File: src/rtl/instruction_fetch_unit_pkg.sv
// Shared instruction-set definitions: opcodes, field positions, NOP word, fetch defaults.
package instruction_fetch_unit_pkg;

  localparam int unsigned ADDR_W_DEF  = 16;
  localparam int unsigned INSTR_W_DEF = 28;
  localparam int unsigned OPC_W       = 4;
  localparam logic [ADDR_W_DEF-1:0] RESET_PC_DEF = 16'd0;

  localparam int unsigned OPC_HI = 27;
  localparam int unsigned OPC_LO = 24;
  localparam int unsigned F1_HI  = 23;
  localparam int unsigned F1_LO  = 16;
  localparam int unsigned F2_HI  = 15;
  localparam int unsigned F2_LO  = 8;
  localparam int unsigned F3_HI  = 7;
  localparam int unsigned F3_LO  = 0;

  typedef enum logic [OPC_W-1:0] {
    OPC_NOP = 4'h0,
    OPC_JMP = 4'h1,
    OPC_BLE = 4'h2,
    OPC_ADD = 4'h3,
    OPC_SUB = 4'h4,
    OPC_LD  = 4'h5,
    OPC_ST  = 4'h6
  } opcode_e;

  typedef enum logic [7:0] {
    REG_R0 = 8'd0,
    REG_R1 = 8'd1,
    REG_R2 = 8'd2,
    REG_R3 = 8'd3
  } reg_e;

  localparam logic [INSTR_W_DEF-1:0] NOP_WORD = {OPC_NOP, 24'd0};

  typedef enum logic {
    ST_FILL = 1'b0,
    ST_RUN  = 1'b1
  } fetch_state_e;

  function automatic logic [OPC_W-1:0] opcode_of(input logic [INSTR_W_DEF-1:0] w);
    return w[OPC_HI:OPC_LO];
  endfunction

endpackage

File: src/rtl/instruction_fetch_unit_fetch_pc_next.sv
// Next-PC select: redirect > (predecoded JMP target) > PC+1 > hold.
// FETCH_PREDECODE_EN enables early resolution of unconditional jumps.
module fetch_pc_next
  import instruction_fetch_unit_pkg::*;
#(
  parameter int unsigned ADDR_W  = ADDR_W_DEF,
  parameter int unsigned INSTR_W = INSTR_W_DEF
) (
  input  logic [ADDR_W-1:0]  pc,
  input  logic               adv,
  input  logic               branch_taken,
  input  logic [ADDR_W-1:0]  branch_target,
  input  logic [INSTR_W-1:0] rom_data,
  output logic [ADDR_W-1:0]  pc_next_c
);

`ifdef FETCH_PREDECODE_EN
  logic is_jmp_c;
  assign is_jmp_c = (rom_data[INSTR_W-1 -: OPC_W] == OPC_JMP);
`else
  logic unused_rom_c;
  assign unused_rom_c = ^rom_data;
`endif

  always_comb begin
    pc_next_c = pc;
    if (branch_taken) begin
      pc_next_c = branch_target;
    end else if (adv) begin
      pc_next_c = pc + ADDR_W'(1);
`ifdef FETCH_PREDECODE_EN
      if (is_jmp_c) pc_next_c = ADDR_W'(rom_data[INSTR_W-5 -: 8]);
`endif
    end
  end

endmodule

File: src/rtl/instruction_fetch_unit.sv
// Instruction fetch: owns the PC, registers the ROM word, valid/ready handoff, redirect flush.
// FETCH_PREDECODE_EN (optional) lets JMP redirect the PC at fetch with no bubble.
module instruction_fetch_unit
  import instruction_fetch_unit_pkg::*;
#(
  parameter int unsigned ADDR_W  = ADDR_W_DEF,
  parameter int unsigned INSTR_W = INSTR_W_DEF,
  parameter logic [ADDR_W-1:0] RESET_PC = ADDR_W'(RESET_PC_DEF)
) (
  input  logic               Clock,
  input  logic               Reset,
  output logic [ADDR_W-1:0]  oROMAddress,
  input  logic [INSTR_W-1:0] iROMData,
  output logic [INSTR_W-1:0] oInstruction,
  output logic [ADDR_W-1:0]  oInstrPC,
  output logic               oValid,
  input  logic               iReady,
  input  logic               iBranchTaken,
  input  logic [ADDR_W-1:0]  iBranchTarget
);

  localparam logic [INSTR_W-1:0] NopWord = {OPC_NOP, {(INSTR_W-OPC_W){1'b0}}};

  fetch_state_e       state_q, state_d;
  logic [ADDR_W-1:0]  pc_q, pc_d;
  logic [INSTR_W-1:0] instr_q, instr_d;
  logic [ADDR_W-1:0]  instr_pc_q, instr_pc_d;
  logic               adv_c;

  // FILL always advances; RUN advances only when the consumer takes the word
  assign adv_c = (state_q == ST_FILL) | iReady;

  fetch_pc_next #(
    .ADDR_W (ADDR_W),
    .INSTR_W(INSTR_W)
  ) u_pc_next (
    .pc           (pc_q),
    .adv          (adv_c),
    .branch_taken (iBranchTaken),
    .branch_target(iBranchTarget),
    .rom_data     (iROMData),
    .pc_next_c    (pc_d)
  );

  // Redirect flushes the instruction register to a NOP bubble ahead of any advance
  always_comb begin
    state_d    = state_q;
    instr_d    = instr_q;
    instr_pc_d = instr_pc_q;
    if (iBranchTaken) begin
      state_d = ST_FILL;
      instr_d = NopWord;
    end else if (adv_c) begin
      state_d    = ST_RUN;
      instr_d    = iROMData;
      instr_pc_d = pc_q;
    end
  end

  always_ff @(posedge Clock or negedge Reset) begin
    if (!Reset) begin
      state_q    <= ST_FILL;
      pc_q       <= RESET_PC;
      instr_q    <= NopWord;
      instr_pc_q <= '0;
    end else begin
      state_q    <= state_d;
      pc_q       <= pc_d;
      instr_q    <= instr_d;
      instr_pc_q <= instr_pc_d;
    end
  end

  assign oROMAddress  = pc_q;
  assign oInstruction = instr_q;
  assign oInstrPC     = instr_pc_q;
  assign oValid       = (state_q == ST_RUN);

endmodule

File: config.mk
export PLATFORM = sky130hd
export DESIGN_NAME = instruction_fetch_unit
export DESIGN_NICKNAME = d
export VERILOG_FILES = /design/src/rtl/instruction_fetch_unit_pkg.sv /design/src/rtl/instruction_fetch_unit_fetch_pc_next.sv /design/src/rtl/instruction_fetch_unit.sv
export SDC_FILE = /design/constraint.sdc
export NUM_CORES = 1
export LEC_CHECK = 0
export ABC_AREA = 1
export BUFFER_PORTS_ARGS = -buffer_cell sky130_fd_sc_hd__buf_2
export CORE_UTILIZATION = 50
export CTS_BUF_LIST = sky130_fd_sc_hd__clkbuf_4 sky130_fd_sc_hd__clkbuf_8
export DETAILED_ROUTE_END_ITERATION = 8
export HOLD_SLACK_MARGIN = 0.06
export PLACE_DENSITY = 0.9
export SYNTH_ARGS = -nofsm -noshare
export SYNTH_HDL_FRONTEND = slang
export SYNTH_SLANG_ARGS = --single-unit
File: constraint.sdc
create_clock -name Clock -period 1.5 [get_ports Clock]
set_input_delay 0.075 -clock Clock [delete_from_list [all_inputs] [get_ports Clock]]
set_output_delay 0.075 -clock Clock [all_outputs]
set_load 0.01 [all_outputs]
==> flow_summary_export.csv, run 1 <==
group,metric,value,unit
outcome,status,"finished, final reports clean",
critical_path,worst_ep_arrival_time,1.64,ns
clock_network,cts_inserted_buffers,9,
place,postPlaceCellArea,0.003525,mm²
die,die_height,78.74,µm
routing,routed_via_density,5.245,
die,starting_utilization_of_the_core_area,0.5282,
clock_network,clk_pin_slew,0.07,ns
logic_synthesis,synthesis.nets,401,
die,site_row_count,27,
grt,number_of_antenna_violations_at_the_first_check_in_global_routing,0,
place,post-place-ws,0.09001,ns
power,power.density_cell_area,1090,mW/mm²
clock_network,clk_root_buffer_cell,"sky130_fd_sc_hd__clkbuf_8",
routing,totalWireLength,8.271,mm
die,coreArea,0.005574,mm²
logic_synthesis,synthesis.area,0.002944,mm²
cells_and_area,mostFrequentLayoutCell,"sky130_fd_sc_hd__nand2_1",
logic_synthesis,synth-main-ff-cell,"sky130_fd_sc_hd__dfrtp_1",
logic_synthesis,ys.warnings.count,0,
power,p_leak,0.002278,µW
cells_and_area,antenna_cells,0,
sta,final-setup-viol-count,0,
cells_and_area,fraction_of_layout_cells_with_a_size_suffix_above_1,0.3071,
routing,postRouteAntennaNets,0,
sta,relSlewSlack,0.7890,
sta,pins_over_their_slew_limit,0,
cells_and_area,finalInstanceArea,0.004194,mm²
routing,vias,3042,
critical_path,worstSetupEndpointType,"flip-flop",
hold_path,worst_hold_path_type,"in -> reg",
die,die_area,0.006199,mm²
place,port_buffers,108,
place,dp_hpwl,5.012,mm
routing,drcViolationCount,0,
cells_and_area,nFillCells,406,
sta,post_route_fraction_of_the_period_consumed_by_the_critical_path,0.9425,
clock_network,sinks_on_clock_net,61,
job,drv.max_cap_violation_count,0,
logic_synthesis,ys_seq_area_frac,0.5185,
sta,min_period,1.414,ns
sta,worst_slack,0.08618,ns
routing,drt-initial-drc-count,220,
routing,wire_per_inst,14.26,µm
critical_path,critical_path_required,1.73,ns
clock_network,cts_max_level,3,
logic_synthesis,netlist_instances,352,
power,ir_worst_vdd,0.7008,mV
clock_network,cts_max_path_buffers,2,
cells_and_area,flow.area_growth_from_synthesis,42.46,%
grt,gr-total-overflow,0,
sta,skew_final,0.007072,ns
clock_network,worst_skew_pair.late_latency,0.34,ns
sta,rsz_0062_raised_after_global_routing,"no",
clock_network,tritoncts,"built",
grt,grt_use_total,0.2803,
cells_and_area,layout.nets,552,
sta,final_hold_viol_count,0,
routing,drt_pre_antenna_iters,5,
sta,final.setup.tns,0,ns
cells_and_area,multiInputGateArea,0.001166,mm²
cells_and_area,top_library_cells_by_usage_in_the_layout_fill_and_taps_aside,"123 x sky130_fd_sc_hd__nand2_1, 108 x sky130_fd_sc_hd__buf_2, 60 x sky130_fd_sc_hd__dfrtp_1, 43 x sky130_fd_sc_hd__nand3_1, 43 x sky130_fd_sc_hd__dlygate4sd3_1",
logic_synthesis,synth-edff-count,0,
critical_path,setup.worst_path.start_class,"flip-flop",
die,die_width,78.74,µm
critical_path,crit_fanout,4,
grt,grt_start_max_net_pins,62,
die,top_level_ports,109,
grt,grt_first_pass_wirelength,13.16,mm
cells_and_area,layout.core_utilization,0.7524,
cells_and_area,ff_latch_area,0.001528,mm²
logic_synthesis,synth.avg_cell_area,8.364,µm²
sta,max_clock_freq,0.7073,GHz
logic_synthesis,postSynth.asyncResetShare,1.000,
place,final_wtd_congestion,0.8668,
critical_path,path_class,"reg -> reg",
grt,vias_in_the_first_global_route,2877,
logic_synthesis,synth.lib_cells_used.distinct,35,
logic_synthesis,post_synthesis_sequential_element_count,61,
sta,slew_of_the_pin_with_the_lowest_slew_margin,0.3165,ns
## stage by stage
stage          hold slack [ns]  total power (µW)  instances
5_1_grt                0.09826              4766        580
3_5_place_dp            0.1039              2811        521
4_1_cts                0.06870              4557        580
2_1_floorplan          -0.2206              2442        352
3_3_place_gp            0.1015              2781        521
6_report               0.07490              4570        580
## state kept, by name, summed over array words and instances (netlist names)
signal        count
oROMAddress      16
oInstruction     28
oInstrPC         16
oValid            1
## final cells by class
class,instances,share of cell area
inverters,33,0.03073
multi-input cells,240,0.2780
clock inverters,4,0.01671
repair buffers,158,0.2509
flip-flops and latches,61,0.3643
well taps,72,0.02148
clock buffers,12,0.03789
## kinds of logic (layout without fill, tap and decap cells)
group	Yosys count	after routing	synth area share
adder cells (fa/ha/maj)	1	1	0.004249
flip-flops	61	61	0.5185
AND/OR/NAND/NOR	195	195	0.2898
buffers and inverters	51	207	0.08712
AO/OA/AOI/OAI	40	40	0.08330
XOR/XNOR	1	1	0.002975
multiplexers	3	3	0.01402
## Yosys cell counts (2+ instances only)
library cell               number  area (µm²)
sky130_fd_sc_hd__inv_1         30       112.6
sky130_fd_sc_hd__nand2_2        3       18.77
sky130_fd_sc_hd__o21ai_1        7       35.03
sky130_fd_sc_hd__nor2_1        14       52.55
sky130_fd_sc_hd__buf_6          4       45.04
sky130_fd_sc_hd__nor2_4         2       22.52
sky130_fd_sc_hd__buf_4          6       45.04
sky130_fd_sc_hd__nand2_4        2       22.52
sky130_fd_sc_hd__mux2_4         2       30.03
sky130_fd_sc_hd__nand4_1        2       12.51
sky130_fd_sc_hd__nand2_1      123       461.7
sky130_fd_sc_hd__o211ai_1       3       22.52
sky130_fd_sc_hd__nand3_2        2       20.02
sky130_fd_sc_hd__o21ai_0       21       105.1
sky130_fd_sc_hd__buf_2          6       30.03
sky130_fd_sc_hd__nor2_2         2       12.51
sky130_fd_sc_hd__nand3_1       43       215.2
sky130_fd_sc_hd__dfrtp_1       61        1526
sky130_fd_sc_hd__clkbuf_1       2       7.510
sky130_fd_sc_hd__inv_2          2       7.510
## timing repair
| item | in CTS | in global routing |
|---|---|---|
| endpoints found under the hold margin | 103 | 0 |
| resized for setup | 0 | 4 |
| hold buffers | 43 | 0 |
| setup endpoints to repair | 0 | 7 |
| buffers inserted | 0 | 0 |
## final timing paths
kind	from	slack [ns]	endpoint	cells after the start
worst min-delay path	iBranchTarget[7]	0.07	oROMAddress[7]	5
worst max register to register	oROMAddress[0]	0.09	oROMAddress[10]	8
max in group asynchronous	Reset	0.96	oROMAddress[2]	3
min in group asynchronous	Reset	0.26	oInstruction[5]	3
worst max-delay path	oROMAddress[0]	0.09	oROMAddress[10]	8
worst min register to register	oInstruction[1]	0.47	oInstruction[1]	2
## where the power goes
group	internal, µW	total (µW)	switching [µW]
Combinational	416	926	510
Sequential	1820	1970	147
Clock	1040	1680	639
## critical path, stage by stage, from the launching register on
cell,delay (ns)
sky130_fd_sc_hd__dfrtp_1,0.41
sky130_fd_sc_hd__ha_2,0.24
sky130_fd_sc_hd__nand3_2,0.12
sky130_fd_sc_hd__inv_1,0.09
sky130_fd_sc_hd__nand2_1,0.09
sky130_fd_sc_hd__o21ai_1,0.13
sky130_fd_sc_hd__nand3_1,0.08
sky130_fd_sc_hd__nand2_1,0.08
sky130_fd_sc_hd__nand2_1,0.06
## layer usage
metal  track usage  vias to the layer above  share of wire
met4        0.1463                        0          0.025
li1              -                     1428              -
met1        0.3674                     1438           0.43
met5             0                        -              0
met2        0.4513                      149           0.48
met3       0.04138                       27          0.069
Note: power is estimated with default switching activity, not from simulation.
==> run 2, diff against run 1 <==
- ABC_AREA: 1 -> 0
- CORE_UTILIZATION: 50 -> 49
==> flow_summary_export.csv, run 2 <==
group,metric,value,unit
outcome,status,"complete, but fails checks",
outcome,failed_checks,"setup timing",
place,dp_hpwl,4.552,mm
clock_network,cts_max_path_buffers,2,
place,port_buffers,108,
power,p_total,4627,µW
sta,worst_slack,-0.1945,ns
routing,drt-initial-drc-count,187,
logic_synthesis,yosys-top-cells-count,"74 x sky130_fd_sc_hd__nand2_1, 61 x sky130_fd_sc_hd__dfrtp_1, 28 x sky130_fd_sc_hd__a21oi_1, 16 x sky130_fd_sc_hd__mux2_2, 13 x sky130_fd_sc_hd__clkbuf_1",
die,die_area,0.005667,mm²
hold_path,min-delay-start,"iBranchTaken",
logic_synthesis,synthTopCellsByArea,"sky130_fd_sc_hd__dfrtp_1 58%, sky130_fd_sc_hd__nand2_1 11%, sky130_fd_sc_hd__mux2_2 6.8%",
routing,vias,2790,
grt,number_of_antenna_violations_at_the_first_check_in_global_routing,0,
cells_and_area,fin_cells,517,
sta,pins_over_their_slew_limit,0,
hold_path,worst_hold_stages,3,
sta,slew_of_the_pin_with_the_lowest_slew_margin,0.4213,ns
critical_path,worst_ep_arrival_time,1.95,ns
die,coreArea,0.005140,mm²
sta,final_hold_viol_count,0,
critical_path,setup.worst_path.start_class,"flip-flop",
job,drv.max_cap_violation_count,0,
logic_synthesis,synth.lib_cells_used.distinct,32,
sta,min_period,1.694,ns
logic_synthesis,ys_seq_area_frac,0.5801,
power,ir_worst_vdd,0.8827,mV
clock_network,tritoncts,"built",
routing,drt_pre_antenna_iters,4,
critical_path,timing.reg2reg.setup_slack,-0.19,ns
logic_synthesis,synthesis.area,0.002631,mm²
routing,wire_per_inst,16.64,µm
logic_synthesis,postSynth.asyncResetShare,1.000,
routing,totalWireLength,8.603,mm
cells_and_area,layout.nets,491,
critical_path,crit_fanout,6,
cells_and_area,flow.area_growth_from_synthesis,60.77,%
critical_path,timing.rr.start,"oROMAddress[0]",
sta,relSlewSlack,0.7156,
logic_synthesis,netlist_instances,261,
sta,final-setup-viol-count,9,
logic_synthesis,synth-main-ff-cell,"sky130_fd_sc_hd__dfrtp_1",
die,starting_utilization_of_the_core_area,0.5119,
grt,grt_first_pass_wirelength,12.86,mm
grt,gr-total-overflow,0,
critical_path,path_class,"reg -> reg",
hold_path,hold_path_endpoint,"oROMAddress[6]",
clock_network,worst_skew_pair.late_latency,0.34,ns
cells_and_area,mostFrequentLayoutCell,"sky130_fd_sc_hd__buf_2",
die,die_height,75.28,µm
logic_synthesis,ys.warnings.count,0,
logic_synthesis,leading_cell_type_by_number_of_instances_after_synthesis,"sky130_fd_sc_hd__nand2_1",
die,site_row_count,26,
clock_network,cts_max_level,3,
clock_network,clk_root_buffer_cell,"sky130_fd_sc_hd__clkbuf_8",
cells_and_area,max_ffs_per_register,28,
place,final_wtd_congestion,0.8719,
grt,grt_start_max_net_pins,60,
cells_and_area,fraction_of_layout_cells_with_a_size_suffix_above_1,0.4183,
logic_synthesis,synth.top_cell.area_share,0.5801,
sta,skew_final,0.01274,ns
sta,rsz_0062_raised_after_global_routing,"yes",
hold_path,worst_hold_path_type,"in -> reg",
cells_and_area,ff_latch_area,0.001529,mm²
logic_synthesis,synth-edff-count,0,
sta,max_clock_freq,0.5902,GHz
power,p_leak,0.002073,µW
power,power.density_cell_area,1094,mW/mm²
critical_path,critical_path_required,1.76,ns
sta,post_route_fraction_of_the_period_consumed_by_the_critical_path,1.130,
grt,vias_in_the_first_global_route,2822,
critical_path,worstSetupEndpointType,"flip-flop",
die,die_width,75.28,µm
critical_path,crit-reg2reg-capture,"oROMAddress[15]",
logic_synthesis,synth.avg_cell_area,10.08,µm²
critical_path,timing.reg2reg.worst_path_depth,4,
place,dpl.cell_count,451,
cells_and_area,top_library_cells_by_usage_in_the_layout_fill_and_taps_aside,"108 x sky130_fd_sc_hd__buf_2, 73 x sky130_fd_sc_hd__nand2_1, 59 x sky130_fd_sc_hd__dfrtp_1, 47 x sky130_fd_sc_hd__dlygate4sd3_1, 30 x sky130_fd_sc_hd__buf_4",
clock_network,cts_inserted_buffers,9,
clock_network,clk_pin_slew,0.07,ns
die,top_level_ports,109,
grt,grt_use_total,0.3147,
logic_synthesis,yosys.area.top_type,"sky130_fd_sc_hd__dfrtp_1",
clock_network,sinks_on_clock_net,61,
logic_synthesis,synthesis.nets,310,
logic_synthesis,post_synthesis_sequential_element_count,61,
routing,drcViolationCount,0,
routing,routed_via_density,5.397,
cells_and_area,multiInputGateArea,0.001109,mm²
cells_and_area,antenna_cells,0,
cells_and_area,nFillCells,300,
routing,postRouteAntennaNets,0,
==> run 2: cell families after synthesis <==
group,after synthesis,synth area share
buffers and inverters,18,0.02948
multiplexers,17,0.07228
adder cells (fa/ha/maj),1,0.004754
XOR/XNOR,9,0.02996
flip-flops,61,0.5801
AO/OA/AOI/OAI,48,0.09795
AND/OR/NAND/NOR,107,0.1855
==> run 2: where the power goes <==
part	total, µW	leakage [µW]	switching, µW	internal (µW)
Combinational	1000	0.00120	512	488
Clock	1710	0.000117	642	1060
Sequential	1920	0.000756	104	1820
==> run 2: area by class of cell <==
class	count	area share
Inverter	1	0.0008873
Clock inverter	3	0.01597
Sequential cell	61	0.3614
Timing Repair Buffer	187	0.2996
Clock buffer	13	0.03934
Multi-Input combinational cell	182	0.2621
Tap cell	70	0.02070
==> run 2: what timing repair did <==
action | in CTS | in global routing
hold buffers | 47 | 0
gates resized for setup | 4 | 12
setup buffers | 2 | 1
setup endpoints to repair | 7 | 10
hold endpoints to repair | 105 | 0
pin swaps | 2 | 6
==> run 2: worst max-delay path by stage <==
stage,from,depth (start not counted),end
2_1_floorplan,oValid,5,oInstrPC[10]
3_3_place_gp,oROMAddress[0],4,oROMAddress[15]
3_5_place_dp,oROMAddress[0],4,oROMAddress[15]
4_1_cts,oROMAddress[0],5,oROMAddress[14]
5_1_grt,oROMAddress[0],4,oROMAddress[15]
6_report,oROMAddress[0],4,oROMAddress[15]
==> run 2: layer usage <==
layer / routed length [µm] / up-vias / global-route usage
li1: - / 1257 / -
met2: 4514 / 158 / 0.5575
met1: 3217 / 1345 / 0.3333
met5: 0 / - / 0
met3: 610 / 30 / 0.1017
met4: 261 / 0 / 0.1646
==> run 2: critical path: stages, from the launching register on <==
cell                      delay [ns]
sky130_fd_sc_hd__dfrtp_2        0.40
sky130_fd_sc_hd__nand3_1        0.18
sky130_fd_sc_hd__or3_4          0.45
sky130_fd_sc_hd__or4_1          0.41
sky130_fd_sc_hd__a31oi_1        0.18
==> run 2: per-stage QoR <==
| stage | worst slack, ns | hold slack (ns) | cell area (µm²) | utilization | TNS [ns] |
|---|---|---|---|---|---|
| 6_report | -0.1945 | 0.2513 | 4230 | 0.8230 | -0.9792 |
| 4_1_cts | -0.1309 | 0.2296 | 4169 | 0.8111 | -0.3765 |
| 5_1_grt | -0.2421 | 0.2720 | 4230 | 0.8230 | -1.513 |
| 2_1_floorplan | -0.2194 | -0.2206 | 2653 | - | -2.950 |
| 3_3_place_gp | -0.1283 | -0.1180 | 3431 | 0.6675 | -0.3445 |
| 3_5_place_dp | -0.1746 | -0.1156 | 3431 | 0.6675 | -0.6332 |
==> run 3, diff against run 2 <==
- PLACE_DENSITY: 0.9 -> 0.82
- REMOVE_ABC_BUFFERS: unset -> 1
==> flow_summary_export.csv, run 3 (same netlist as run 2, synthesis figures left out) <==
group,metric,value,unit
outcome,status,"complete, but fails checks",
outcome,failed_checks,"setup timing",
power,switching_share_of_power,0.3088,
routing,routed_via_density,5.530,
routing,vias,2892,
routing,wire_per_inst,17.55,µm
critical_path,cell_type_of_the_slowest_stage_on_the_worst_timing_path,"sky130_fd_sc_hd__or4b_4",
clock_network,worst_skew_pair.late_latency,0.34,ns
routing,totalWireLength,9.179,mm
cells_and_area,fin_cells,523,
clock_network,cts_inserted_buffers,9,
sta,final_hold_viol_count,0,
sta,worst_slack,-0.2913,ns
die,top_level_ports,109,
die,site_row_count,26,
critical_path,timing.reg2reg.worst_path_depth,5,
place,port_buffers,108,
sta,rsz_0062_raised_after_global_routing,"yes",
clock_network,clk_pin_slew,0.07,ns
grt,grt_start_max_net_pins,62,
sta,min_period,1.791,ns
place,final_wtd_congestion,0.8055,
power,clockPowerShare,0.299,
cells_and_area,flow.area_growth_from_synthesis,60.87,%
clock_network,cts_max_path_buffers,2,
critical_path,setup.worst_path.start_class,"flip-flop",
critical_path,timing.critical_path.slowest_cell_delay,0.49,ns
sta,final.setup.tns,-1.605,ns
sta,post_route_fraction_of_the_period_consumed_by_the_critical_path,1.194,
die,die_area,0.005667,mm²
cells_and_area,fraction_of_layout_cells_with_a_size_suffix_above_1,0.4270,
place,postPlaceCellArea,0.003416,mm²
critical_path,crit_fanout,3,
hold_path,worst_hold_path_type,"in -> reg",
sta,slew_of_the_pin_with_the_lowest_slew_margin,0.4672,ns
sta,max_clock_freq,0.5582,GHz
clock_network,cts_max_level,3,
cells_and_area,nFillCells,298,
clock_network,tritoncts,"built",
routing,drt-initial-drc-count,275,
place,post-place-ws,-0.2105,ns
critical_path,sum_of_buffers_and_inverters_on_the_critical_path,0,
grt,grt_use_total,0.3054,
routing,postRouteAntennaNets,0,
sta,skew_final,0.004910,ns
critical_path,worstSetupPathDepth,5,
place,dpl.cell_count,451,
cells_and_area,top_library_cells_by_usage_in_the_layout_fill_and_taps_aside,"108 x sky130_fd_sc_hd__buf_2, 73 x sky130_fd_sc_hd__nand2_1, 61 x sky130_fd_sc_hd__dfrtp_1, 45 x sky130_fd_sc_hd__dlygate4sd3_1, 33 x sky130_fd_sc_hd__buf_4",
power,p_leak,0.002080,µW
grt,gr-total-overflow,0,
cells_and_area,layout.nets,496,
die,starting_utilization_of_the_core_area,0.5119,
critical_path,critical-path-top-delay-family,"simple AND/OR/NAND/NOR gates",
grt,vias_in_the_first_global_route,2681,
routing,drcViolationCount,0,
routing,drt_pre_antenna_iters,5,
place,dp_hpwl,4.797,mm
sta,pins_over_their_slew_limit,0,
power,power_frac_comb,0.243,
critical_path,critical_path_required,1.77,ns
job,drv.max_cap_violation_count,0,
sta,relSlewSlack,0.6885,
power,internal-power,2904,µW
clock_network,sinks_on_clock_net,61,
die,die_width,75.28,µm
power,power.density_cell_area,992.5,mW/mm²
clock_network,clk_root_buffer_cell,"sky130_fd_sc_hd__clkbuf_8",
power,seq_power_share,0.458,
cells_and_area,mostFrequentLayoutCell,"sky130_fd_sc_hd__buf_2",
cells_and_area,finalInstanceArea,0.004233,mm²
sta,final-setup-viol-count,9,
critical_path,worstSetupEndpointType,"flip-flop",
critical_path,timing.reg2reg.setup_slack,-0.29,ns
critical_path,path_class,"reg -> reg",
hold_path,worst_hold_stages,3,
die,die_height,75.28,µm
critical_path,path_cells,"ha_2, nand2_2, or4b_4, or3_1, a31oi_1",
critical_path,worst_ep_arrival_time,2.06,ns
power,ir_worst_vdd,0.8198,mV
power,total_switching_power,1297,µW
cells_and_area,max_ffs_per_register,28,
grt,grt_first_pass_wirelength,12.41,mm
die,coreArea,0.005140,mm²
grt,number_of_antenna_violations_at_the_first_check_in_global_routing,1,
[run 3: worst min-delay path: stages]
cell and delay, ns:
sky130_fd_sc_hd__buf_2 0.15, sky130_fd_sc_hd__nand2_1 0.09, sky130_fd_sc_hd__nand3_2 0.07
[run 3: area by class of cell]
cell class | count | area, µm² | share of cell area
timing repair buffer | 192 | 1338 | 0.3160
inverter | 1 | 3.754 | 0.0008868
sequential | 61 | 1526 | 0.3606
tap | 70 | 87.58 | 0.02069
antenna | 1 | 2.502 | 0.0005912
multi-input combinational | 182 | 1109 | 0.2619
clock buffer | 9 | 123.9 | 0.02926
clock inverter | 7 | 42.54 | 0.01005
[run 3: metal layers]
layer	routed length, µm	GRT usage	share of wire
met4	444	0.1749	0.048
met3	655	0.07631	0.071
met2	4717	0.5308	0.51
met1	3361	0.3410	0.37
met5	0	0	0
[run 3: power by group through the flow]
stage	Combinational, µW	Clock [µW]	Sequential (µW)
2_1_floorplan	246	0	2040
3_3_place_gp	791	0	1930
3_5_place_dp	813	0	1940
4_1_cts	933	1250	1910
5_1_grt	1100	1340	1940
6_report	1020	1260	1920
[run 3: repair_timing]
item	4_1_cts	5_1_grt
resized for setup	10	16
cloned	1	1
buffers inserted	2	6
hold buffers	45	0
pin swaps	4	6
hold endpoints to repair	105	0
setup endpoints to repair	23	25
[run 3: stage by stage]
step / utilization / total power [µW] / hold slack [ns]
detailed placement: 0.6646 / 2752 / 0.1149
CTS: 0.7958 / 4093 / 0.06041
global placement: 0.6646 / 2720 / 0.1020
floorplan: - / 2291 / -0.2206
global route: 0.8235 / 4383 / 0.1255
finish: 0.8235 / 4201 / 0.08935
[run 3: worst paths after layout]
path                           startpoint              end
setup / recovery           oROMAddress[0]  oROMAddress[14]
hold / removal               iBranchTaken  oROMAddress[12]
setup reg to reg           oROMAddress[0]  oROMAddress[14]
hold reg to reg              oInstrPC[14]     oInstrPC[14]
max in group asynchronous           Reset     oInstrPC[14]
min in group asynchronous           Reset      oInstrPC[1]
